## config.mk

```make
export PLATFORM = sky130hd
export DESIGN_NAME = stream_mux_ctrl_flat
export DESIGN_NICKNAME = d
export VERILOG_FILES = /design/src/rtl/stream_mux_ctrl_pkg.sv /design/src/rtl/stream_mux_ctrl_if.sv /design/src/rtl/wrr_arb2.sv /design/src/rtl/stream_mux_ctrl.sv /design/src/flat_wrapper.sv
export SDC_FILE = /design/constraint.sdc
export NUM_CORES = 1
export LEC_CHECK = 0
export ABC_AREA = 1
export CAP_MARGIN = 40
export CORE_ASPECT_RATIO = 2
export CORE_MARGIN = 4
export CORE_UTILIZATION = 50
export CTS_CLUSTER_SIZE = 8
export DETAILED_ROUTE_END_ITERATION = 12
export PLACE_DENSITY_LB_ADDON = 0.05
export SLEW_MARGIN = 40
export SYNTH_ARGS = -nofsm -noshare
export SYNTH_HDL_FRONTEND = slang
export SYNTH_SLANG_ARGS = --single-unit
```

## constraint.sdc

```tcl
create_clock -name clk -period 2.6 [get_ports clk]
set_input_delay 0.39 -clock clk [delete_from_list [all_inputs] [get_ports clk]]
set_output_delay 0.39 -clock clk [all_outputs]
set_load 0.05 [all_outputs]
```

## src/rtl/stream_mux_ctrl_pkg.sv

```systemverilog
// Shared types and constants for the stream mux packet scheduler.
package stream_mux_ctrl_pkg;

    // Scheduler states: idle/arbitrating, forwarding a packet, or discarding a malformed one.
    typedef enum logic [2:0] {
        ST_IDLE     = 3'd0,
        ST_PKT      = 3'd1,
        ST_USR      = 3'd2,
        ST_DROP_PKT = 3'd3,
        ST_DROP_USR = 3'd4
    } state_e;

    // Mux select encoding seen by the datapath.
    localparam logic SEL_PKT = 1'b0;
    localparam logic SEL_USR = 1'b1;

    // Default weights give plain alternation under contention.
    localparam int DEF_PKT_WEIGHT = 1;
    localparam int DEF_USR_WEIGHT = 1;
    localparam int DEF_CNT_W      = 32;

endpackage

```

## src/rtl/stream_mux_ctrl_if.sv

```systemverilog
// Handshake bundle between the two input streams, the metadata FIFO,
// the downstream sink and the scheduler.
interface stream_mux_ctrl_if;

    logic pkt_valid;
    logic pkt_sop;
    logic pkt_eop;
    logic pkt_ready;
    logic meta_valid;
    logic meta_ready;
    logic usr_valid;
    logic usr_sop;
    logic usr_eop;
    logic usr_ready;
    logic out_ready;
    logic out_almost_full;
    logic out_valid;
    logic sel;

    // Environment side: sources, metadata FIFO and downstream sink.
    modport master (
        output pkt_valid, pkt_sop, pkt_eop, meta_valid,
        output usr_valid, usr_sop, usr_eop,
        output out_ready, out_almost_full,
        input  pkt_ready, meta_ready, usr_ready, out_valid, sel
    );

    // Scheduler side.
    modport slave (
        input  pkt_valid, pkt_sop, pkt_eop, meta_valid,
        input  usr_valid, usr_sop, usr_eop,
        input  out_ready, out_almost_full,
        output pkt_ready, meta_ready, usr_ready, out_valid, sel
    );

endinterface

```

## src/rtl/wrr_arb2.sv

```systemverilog
// Two-way weighted round-robin arbiter. Grants are combinational from the
// eligibility bits; credits and turn only move on a contended, strobed grant,
// so an uncontended source never consumes the other side's share.
module wrr_arb2 #(
    parameter int W0 = 1,
    parameter int W1 = 1
) (
    input  logic       clk,
    input  logic       rst_n,
    input  logic [1:0] elig_i,
    input  logic       strobe_i,
    output logic [1:0] gnt_o
);

    localparam logic [7:0] W0_C = 8'(W0);
    localparam logic [7:0] W1_C = 8'(W1);

    logic       turn_q, turn_d;
    logic [7:0] cred0_q, cred0_d;
    logic [7:0] cred1_q, cred1_d;
    logic       contended;

    assign contended = elig_i[0] & elig_i[1];

    // Grant selection and credit/turn bookkeeping for contended grants.
    always_comb begin
        gnt_o   = elig_i;
        turn_d  = turn_q;
        cred0_d = cred0_q;
        cred1_d = cred1_q;
        if (contended) begin
            gnt_o = turn_q ? 2'b10 : 2'b01;
            if (strobe_i) begin
                if (!turn_q) begin
                    if (cred0_q == 8'd1) begin
                        cred0_d = W0_C;
                        turn_d  = 1'b1;
                    end else begin
                        cred0_d = cred0_q - 8'd1;
                    end
                end else begin
                    if (cred1_q == 8'd1) begin
                        cred1_d = W1_C;
                        turn_d  = 1'b0;
                    end else begin
                        cred1_d = cred1_q - 8'd1;
                    end
                end
            end
        end
    end

    // Credit and turn registers; turn starts with the packet path.
    always_ff @(posedge clk or negedge rst_n) begin
        if (!rst_n) begin
            turn_q  <= 1'b0;
            cred0_q <= W0_C;
            cred1_q <= W1_C;
        end else begin
            turn_q  <= turn_d;
            cred0_q <= cred0_d;
            cred1_q <= cred1_d;
        end
    end

endmodule

```

## src/rtl/stream_mux_ctrl.sv

```systemverilog
// Packet-granular scheduler merging the packet+metadata path and the user
// injection path onto one output stream. Holds each grant until EOP, pops one
// metadata word per forwarded packet, discards headless packets and counts
// forwarded/dropped packets per path.
module stream_mux_ctrl
    import stream_mux_ctrl_pkg::*;
#(
    parameter int PKT_WEIGHT = DEF_PKT_WEIGHT,
    parameter int USR_WEIGHT = DEF_USR_WEIGHT,
    parameter int CNT_W      = DEF_CNT_W
) (
    input  logic             clk,
    input  logic             rst_n,
    stream_mux_ctrl_if.slave bus,
    output logic [CNT_W-1:0] pkt_cnt,
    output logic [CNT_W-1:0] usr_cnt,
    output logic [CNT_W-1:0] drop_cnt
);

    localparam logic [CNT_W-1:0] CNT_ONE = CNT_W'(1);

    state_e     state_q;
    logic       sel_q;
    logic       first_q;
    logic       pkt_elig, usr_elig;
    logic       grant_stb;
    logic [1:0] gnt;
    logic       out_vld, pkt_rdy, usr_rdy, meta_rdy;
    logic       pkt_fire, usr_fire;
    logic       pkt_done, usr_done, drop_done;

    logic [CNT_W-1:0] pkt_cnt_q, pkt_cnt_d;
    logic [CNT_W-1:0] usr_cnt_q, usr_cnt_d;
    logic [CNT_W-1:0] drop_cnt_q, drop_cnt_d;

    // A packet head may only be granted when it starts a packet, its metadata
    // is present and the sink has room for a whole new packet.
    assign pkt_elig  = bus.pkt_valid & bus.pkt_sop & bus.meta_valid & ~bus.out_almost_full;
    assign usr_elig  = bus.usr_valid & bus.usr_sop & ~bus.out_almost_full;
    assign grant_stb = (state_q == ST_IDLE);

    wrr_arb2 #(
        .W0 (PKT_WEIGHT),
        .W1 (USR_WEIGHT)
    ) u_arb (
        .clk      (clk),
        .rst_n    (rst_n),
        .elig_i   ({usr_elig, pkt_elig}),
        .strobe_i (grant_stb),
        .gnt_o    (gnt)
    );

    // Ready/valid gating follows the owner of the output; drops sink beats freely.
    always_comb begin
        out_vld  = 1'b0;
        pkt_rdy  = 1'b0;
        usr_rdy  = 1'b0;
        meta_rdy = 1'b0;
        case (state_q)
            ST_PKT: begin
                out_vld  = bus.pkt_valid;
                pkt_rdy  = bus.out_ready;
                meta_rdy = bus.out_ready & bus.pkt_valid & first_q;
            end
            ST_USR: begin
                out_vld = bus.usr_valid;
                usr_rdy = bus.out_ready;
            end
            ST_DROP_PKT: pkt_rdy = 1'b1;
            ST_DROP_USR: usr_rdy = 1'b1;
            default: ;
        endcase
    end

    assign pkt_fire  = bus.pkt_valid & pkt_rdy;
    assign usr_fire  = bus.usr_valid & usr_rdy;
    assign pkt_done  = (state_q == ST_PKT) & pkt_fire & bus.pkt_eop;
    assign usr_done  = (state_q == ST_USR) & usr_fire & bus.usr_eop;
    assign drop_done = ((state_q == ST_DROP_PKT) & pkt_fire & bus.pkt_eop) |
                       ((state_q == ST_DROP_USR) & usr_fire & bus.usr_eop);

    assign bus.out_valid  = out_vld;
    assign bus.pkt_ready  = pkt_rdy;
    assign bus.usr_ready  = usr_rdy;
    assign bus.meta_ready = meta_rdy;
    assign bus.sel        = sel_q;

    // Packet-level FSM: grant in IDLE, hold the owner until its EOP fires.
    always_ff @(posedge clk or negedge rst_n) begin
        if (!rst_n) begin
            state_q <= ST_IDLE;
            sel_q   <= SEL_PKT;
            first_q <= 1'b0;
        end else begin
            case (state_q)
                ST_IDLE: begin
                    if (gnt[0]) begin
                        state_q <= ST_PKT;
                        sel_q   <= SEL_PKT;
                        first_q <= 1'b1;
                    end else if (gnt[1]) begin
                        state_q <= ST_USR;
                        sel_q   <= SEL_USR;
                    end else if (bus.pkt_valid & ~bus.pkt_sop) begin
                        state_q <= ST_DROP_PKT;
                    end else if (bus.usr_valid & ~bus.usr_sop) begin
                        state_q <= ST_DROP_USR;
                    end
                end
                ST_PKT: begin
                    if (pkt_fire) first_q <= 1'b0;
                    if (pkt_done) state_q <= ST_IDLE;
                end
                ST_USR: begin
                    if (usr_done) state_q <= ST_IDLE;
                end
                ST_DROP_PKT, ST_DROP_USR: begin
                    if (drop_done) state_q <= ST_IDLE;
                end
                default: state_q <= ST_IDLE;
            endcase
        end
    end

    // Statistics increment once per completed (or discarded) packet and wrap.
    always_comb begin
        pkt_cnt_d  = pkt_done  ? pkt_cnt_q  + CNT_ONE : pkt_cnt_q;
        usr_cnt_d  = usr_done  ? usr_cnt_q  + CNT_ONE : usr_cnt_q;
        drop_cnt_d = drop_done ? drop_cnt_q + CNT_ONE : drop_cnt_q;
    end

    // Statistics registers.
    always_ff @(posedge clk or negedge rst_n) begin
        if (!rst_n) begin
            pkt_cnt_q  <= '0;
            usr_cnt_q  <= '0;
            drop_cnt_q <= '0;
        end else begin
            pkt_cnt_q  <= pkt_cnt_d;
            usr_cnt_q  <= usr_cnt_d;
            drop_cnt_q <= drop_cnt_d;
        end
    end

    assign pkt_cnt  = pkt_cnt_q;
    assign usr_cnt  = usr_cnt_q;
    assign drop_cnt = drop_cnt_q;

endmodule

```

## src/flat_wrapper.sv

```systemverilog
// flat-port wrapper written by rule: the top's interface ports become plain ports
module stream_mux_ctrl_flat import stream_mux_ctrl_pkg::*;
#(
    parameter int PKT_WEIGHT = DEF_PKT_WEIGHT,
    parameter int USR_WEIGHT = DEF_USR_WEIGHT,
    parameter int CNT_W      = DEF_CNT_W
)
  (clk, rst_n, pkt_cnt, usr_cnt, drop_cnt, bus_pkt_valid, bus_pkt_sop, bus_pkt_eop, bus_meta_valid, bus_usr_valid, bus_usr_sop, bus_usr_eop, bus_out_ready, bus_out_almost_full, bus_pkt_ready, bus_meta_ready, bus_usr_ready, bus_out_valid, bus_sel);
  stream_mux_ctrl_if bus_i ();
  input  logic clk;
  input  logic rst_n;
  output logic [CNT_W-1:0] pkt_cnt;
  output logic [CNT_W-1:0] usr_cnt;
  output logic [CNT_W-1:0] drop_cnt;
  input wire logic [$bits(bus_i.pkt_valid)-1:0] bus_pkt_valid;
  input wire logic [$bits(bus_i.pkt_sop)-1:0] bus_pkt_sop;
  input wire logic [$bits(bus_i.pkt_eop)-1:0] bus_pkt_eop;
  input wire logic [$bits(bus_i.meta_valid)-1:0] bus_meta_valid;
  input wire logic [$bits(bus_i.usr_valid)-1:0] bus_usr_valid;
  input wire logic [$bits(bus_i.usr_sop)-1:0] bus_usr_sop;
  input wire logic [$bits(bus_i.usr_eop)-1:0] bus_usr_eop;
  input wire logic [$bits(bus_i.out_ready)-1:0] bus_out_ready;
  input wire logic [$bits(bus_i.out_almost_full)-1:0] bus_out_almost_full;
  output wire logic [$bits(bus_i.pkt_ready)-1:0] bus_pkt_ready;
  output wire logic [$bits(bus_i.meta_ready)-1:0] bus_meta_ready;
  output wire logic [$bits(bus_i.usr_ready)-1:0] bus_usr_ready;
  output wire logic [$bits(bus_i.out_valid)-1:0] bus_out_valid;
  output wire logic [$bits(bus_i.sel)-1:0] bus_sel;
  assign bus_i.pkt_valid = bus_pkt_valid;
  assign bus_i.pkt_sop = bus_pkt_sop;
  assign bus_i.pkt_eop = bus_pkt_eop;
  assign bus_i.meta_valid = bus_meta_valid;
  assign bus_i.usr_valid = bus_usr_valid;
  assign bus_i.usr_sop = bus_usr_sop;
  assign bus_i.usr_eop = bus_usr_eop;
  assign bus_i.out_ready = bus_out_ready;
  assign bus_i.out_almost_full = bus_out_almost_full;
  assign bus_pkt_ready = bus_i.pkt_ready;
  assign bus_meta_ready = bus_i.meta_ready;
  assign bus_usr_ready = bus_i.usr_ready;
  assign bus_out_valid = bus_i.out_valid;
  assign bus_sel = bus_i.sel;
  stream_mux_ctrl #(.PKT_WEIGHT(PKT_WEIGHT), .USR_WEIGHT(USR_WEIGHT), .CNT_W(CNT_W)) u_core (.clk(clk), .rst_n(rst_n), .bus(bus_i), .pkt_cnt(pkt_cnt), .usr_cnt(usr_cnt), .drop_cnt(drop_cnt));
endmodule
```

# [Yosys cells after proc, flatten, opt, wreduce, memory -nomap -nowiden]
# Cells that the tools add are included.
[word_totals] reg_bits=118 input_bits=11 output_inout_bits=101 elab_cells=85
[op_classes] addsub=5 eq_ne=12 n_mux=24 n_bitwise=25 reduce_logical=10
[ops] operator="$add 32x1->32 const B" count=3
[ops] operator="$mux 3" count=7
[ops] operator="$and 1x1->1" count=20
[ops] operator="$eq 8x1->1 const B" count=2
[ops] operator="$mux 8" count=2
[ops] operator="$sub 8x1->8 const B" count=2
[ops] operator="$pmux 3 s4" count=1
[ops] operator="$reduce_and 3->1" count=3
[ops] operator="$mux 1" count=8
[ops] operator="$ne 2x1->1 const B" count=4
[ops] operator="$pmux 1 s2" count=4
[ops] operator="$eq 3x2->1 const B" count=2
[ops] operator="$ne 5x5->1 const B" count=1
[ops] operator="$mux 2" count=2
[ops] operator="$not 1->1" count=4
[ops] operator="$reduce_and 2->1" count=2
[ops] operator="$reduce_and 4->1" count=1
[ops] operator="$reduce_bool 2->1" count=2
[ops] operator="$eq 3x1->1 const B" count=1
[ops] operator="$eq 3x3->1 const B" count=1
[ops] operator="$logic_not 3->1" count=1
[ops] operator="$ne 2x2->1 const B" count=1
[ops] operator="$reduce_or 2->1" count=1
[ops] operator="$or 1x1->1" count=1

# [Longest topological paths before layout]
# Gate-level depths: netlist (run 1).
[logic_depth] ltp_word=8 ltp_mapped=10

# [Modules after synthesis]
# Synthesis (run 1) repeated with hierarchy kept, for this count alone.
[hier_totals] cells_unflattened=1082 area_unflattened_um2=7319.5
[modules_own_cells] module="stream_mux_ctrl" instances=1 cells_each=943 area_each_um2=6312.3 seq_area_each_um2=2527.4
[modules_own_cells] module="wrr_arb2" instances=1 cells_each=139 area_each_um2=1007.2 seq_area_each_um2=427.9

# [Least setup slack after synthesis (run 1)]
# Ideal clock, no wire load.
[synth_path] path_type="flip-flop to output port" startpoint="register u_core.state_q[2]" endpoint="output port bus_out_valid" arrival_ns=1.711 t_required_ns=2.210 slack_ns=0.499 stages_incl_launch_ff=4 path_buffers=0 cell_sequence="dfrtp_1 -> inv_2 -> nand3_2 -> o21ai_0"
[synth_between] elab_chain_len=2 word_cells_on_any_way=3 classes_between="eq/ne (2); mux (1)"
[synth_lines] element="start, declared" line="stream_mux_ctrl.sv:22" source="state_e state_q;"
[synth_lines] element="start signal, assigned" line="stream_mux_ctrl.sv:91" source="state_q <= ST_IDLE;"
[synth_lines] element="start signal, assigned" line="stream_mux_ctrl.sv:98" source="state_q <= ST_PKT;"
[synth_lines] element="start signal, assigned" line="stream_mux_ctrl.sv:102" source="state_q <= ST_USR;"
[synth_lines] element="$eq 3x2->1 / $eq 3x1->1 (equally long branches)" line="stream_mux_ctrl.sv:59" source="case (state_q)"
[synth_lines] element="$pmux 1 s2 *" line="stream_mux_ctrl.sv:59"
[synth_lines] element="end, declared" line="flat_wrapper.sv:27" source="output wire logic [$bits(bus_i.out_valid)-1:0] bus_out_valid;"
# Every way passes the cells marked *; elsewhere a longest branch is shown, timed or not.

# [Worst setup path after layout (run 1)]
[layout_path] startpoint="register u_core.pkt_cnt_q[0] (netlist: u_core.pkt_cnt[0])" endpoint="output port pkt_cnt[0]"
[layout_rtl] element="start, declared" line="stream_mux_ctrl.sv:32" source="logic [CNT_W-1:0] pkt_cnt_q, pkt_cnt_d;"
[layout_rtl] element="start signal, assigned" line="stream_mux_ctrl.sv:139" source="pkt_cnt_q <= pkt_cnt_d;"
[layout_rtl] element="end, declared" line="flat_wrapper.sv:12" source="output logic [CNT_W-1:0] pkt_cnt;"
# No word-level cell between the ends.

==> run metrics, run 1 <==
Cells after Synth roughly 1100; Die Y around 180 um; Vias/cell 5.14; measured slew at the worst slew-check pin between 0.5 and 0.6 ns; Overflow after GRT 0; sequential share of power a little over a third; synth warn 0; global-route wire length before repair ~35000 um; Critical Path RT about 2.2 ns; port bufs 111; register area share after synthesis between 40 and 50%; beginning of the critical path u_core.pkt_cnt[0]; Ports approximately 110; top post-synthesis cells by area dfrtp_1 39%, nand2_1 24%, nor2_1 8.6%; clk slew on worst S/H paths ~0.05 ns; diode count 0; Resized Gates After CTS 0; mapped cell area between 7000 and 8000 um2; FF-to-FF path depth 10; critical-path cell list clkdlybuf4s50_1; Bufs on Longest Clock Path 2; R2R setup slack about 0.6 ns; antenna-violating nets left 0; placed insts ~1400; gpl congestion 0.932; syn avg cell area just under 7 um2; Die Wd 93.9 um; Setup CP Type flop to output pin; Synthesized Nets 1110; endpoints failing setup 0; period utilisation layout between 80% and 90%; Site Rows 62; top cell type's share of synthesized area approximately 39%; most common flop cell mapped by yosys dfrtp_1; Post-Layout Cell Count 1422; Fin Setup TNS 0 ns; Pleak roughly 4.2 nW; RR Startpoint u_core.usr_cnt[0]; Tot GR Track Use around a quarter; fraction of layout instances using a drive strength above 1 ~5.9%; crit end category output pin; combinational cell fraction of total power between 30% and 40%; CTS tree yes; Nets 1235; slowest stage cell on the critical path clkdlybuf4s50_1; Layout area overhead 26.3%; RR Endpoint u_core.usr_cnt[14]; Post-DP HPWL approximately 16000 um; Final Critical Period about 2.2 ns; Critical path destination pkt_cnt[0]; Num CTS Buffers 17; WL/cell about 14 um; CP Max Fanout 8; Rel. slew slack between 60% and 70%; Initial Util between 50% and 60%; top-count cell post-synth nand2_1; post-synth cell types 33; Max Freq ~450 MHz; Int Pwr roughly 4.4 mW; die area roughly 17000 um2; CTS Sinks between 100 and 150; Yosys reg bits 118; Arrival @ worst endpoint 1.83 ns; DRC 0; Root Driver clkbuf_16; via count about 7300; initial antenna violation count 0; peak supply drop roughly 0.00076 V; CP delay by family, top buffers and inverters; switching pwr roughly 2.9 mW; Sw Share 39.7%; dominant cell type by area after synthesis dfrtp_1; ys async rst share 100%; synth cell count leaders 476 x nand2_1, 170 x nor2_1, 116 x dfrtp_1; Routed WL 20600 um; Critical path buffers and inverters 1; worst-skew pair later-pin latency 0.42 ns; Fin. Hold Viols 0; H-Tree Depth 4; RSZ-0062 raised after global routing no; clock skew roughly 0.010 ns; Critical Path Stages 1; pin count of the biggest net entering global routing 48; final instance area ~9300 um2; initial drt markers 250; Max-Cap Viols 0; EDFF count, synth 0; worst hold path type primary input to async pin; clock power share about a third; crit start category flop; placed cell area 8730 um2; vias in the first global route between 7000 and 8000; max-slew violations 0; 1st-pass router iterations 6; Power Density 777 nW/um2; CP peak stage delay about 0.87 ns; core region area 14400 um2; status completed
per-layer routing:
| layer | vias up | track usage (%) | part of all wire (%) |
|---|---|---|---|
| met3 | 83 | 4.69 | 3.7 |
| met2 | 215 | 47.8 | 55 |
| met4 | 0 | 14.1 | 5.5 |
| met5 | - | 0 | 0 |
| li1 | 3652 | - | - |
| met1 | 3361 | 25.9 | 36 |
kinds of logic after synthesis:
family,count (synthesis),share of synthesized area [%]
AND/OR/NAND/NOR,752,42.0
flip-flops,118,40.0
buffers and inverters,103,6.05
AO/OA/AOI/OAI,59,4.39
XOR/XNOR,53,6.39
adder cells (fa/ha/maj),7,1.19
registers in the layout, indices dropped and copies added (netlist names):
name,cells
u_core.usr_cnt,32
u_core.first_q,1
u_core.drop_cnt,32
u_core.pkt_cnt,32
u_core.u_arb.cred0_q,8
u_core.state_q,3
u_core.u_arb.turn_q,1
u_core.bus.sel,1
u_core.u_arb.cred1_q,8
power by group through the flow:
stage	registers [mW]	logic (mW)	clock network [mW]
2_1_floorplan	3.17	0.860	0
3_3_place_gp	2.55	2.35	0
3_5_place_dp	2.55	2.37	0
4_1_cts	2.53	2.39	2.38
5_1_grt	2.58	2.57	2.47
6_report	2.53	2.37	2.34
timing repair:
item	4_1_cts	5_1_grt
endpoints found under the setup margin	0	0
hold endpoints to repair	31	0
buffers inserted	0	0
hold buffers	1	0
final cells by class:
cell class                      count  area [um2]
Sequential cell                   118        2960
Timing Repair Buffer              120        1230
Clock inverter                      9        98.8
Fill cell                        1395        5100
Multi-Input combinational cell    871        3980
Clock buffer                       23         488
Tap cell                          192         240
Inverter                           89         334
stage by stage:
step	util, %	hold WS, ns	power (mW)	setup slack (ns)
after CTS	64.7	0.493	7.30	0.345
after detailed placement	60.5	0.388	4.93	0.412
after global placement	60.5	0.382	4.91	0.438
final	64.7	0.483	7.25	0.376
after floorplan	-	0.0944	4.03	0.499
after global routing	64.7	0.515	7.62	0.319
cell usage in the layout (no fill, tap or decap), types with 6 or more instances in the layout:
cell type	Yosys	final
clkdlybuf4s50_1	0	106
nor2_1	170	170
clkbuf_16	0	17
nand2_1	476	476
xnor2_1	29	29
o21ai_1	6	6
clkinv_2	0	6
o31ai_1	6	6
dfrtp_1	116	116
nand4_1	10	10
nand3_1	47	47
ha_1	7	7
buf_4	2	8
inv_1	80	80
o21ai_0	41	41
nand3b_1	25	25
xor2_1	23	23
inv_2	8	8
worst min path at each step:
| stage | start | to | cells after the start |
|---|---|---|---|
| final | rst_n | u_core.pkt_cnt[23] | 2 |
| after global routing | rst_n | u_core.pkt_cnt[23] | 2 |
| after CTS | rst_n | u_core.pkt_cnt[23] | 2 |
| after detailed placement | rst_n | u_core.pkt_cnt[23] | 1 |
| after global placement | rst_n | u_core.pkt_cnt[23] | 1 |
| after floorplan | rst_n | u_core.bus.sel | 0 |
Note: power is estimated with default switching activity, not from simulation.
==> run 2, diff against run 1 <==
--- a/config.mk
+++ b/config.mk
@@ -13,6 +13,7 @@
 export CTS_CLUSTER_SIZE = 8
 export DETAILED_ROUTE_END_ITERATION = 12
 export PLACE_DENSITY_LB_ADDON = 0.05
+export SKIP_CTS_REPAIR_TIMING = 1
 export SLEW_MARGIN = 40
 export SYNTH_ARGS = -nofsm -noshare
 export SYNTH_HDL_FRONTEND = slang
==> results of run 2 <==
The final DEF is identical to that of run 1; final timing and power are the same.
Among the figures that moved: via count of the first global-routing pass 7449 -> 7440; met2 usage 47.8% -> 47.7%
==> run 3, diff against run 2 <==
--- a/config.mk
+++ b/config.mk
@@ -18,3 +18,4 @@
 export SYNTH_ARGS = -nofsm -noshare
 export SYNTH_HDL_FRONTEND = slang
 export SYNTH_SLANG_ARGS = --single-unit
+export TNS_END_PERCENT = 20
==> results of run 3 <==
The final DEF is identical to that of run 1; final timing and power are the same.
Among the figures that moved: via count of the first global-routing pass 7449 -> 7440; met2 usage 47.8% -> 47.7%
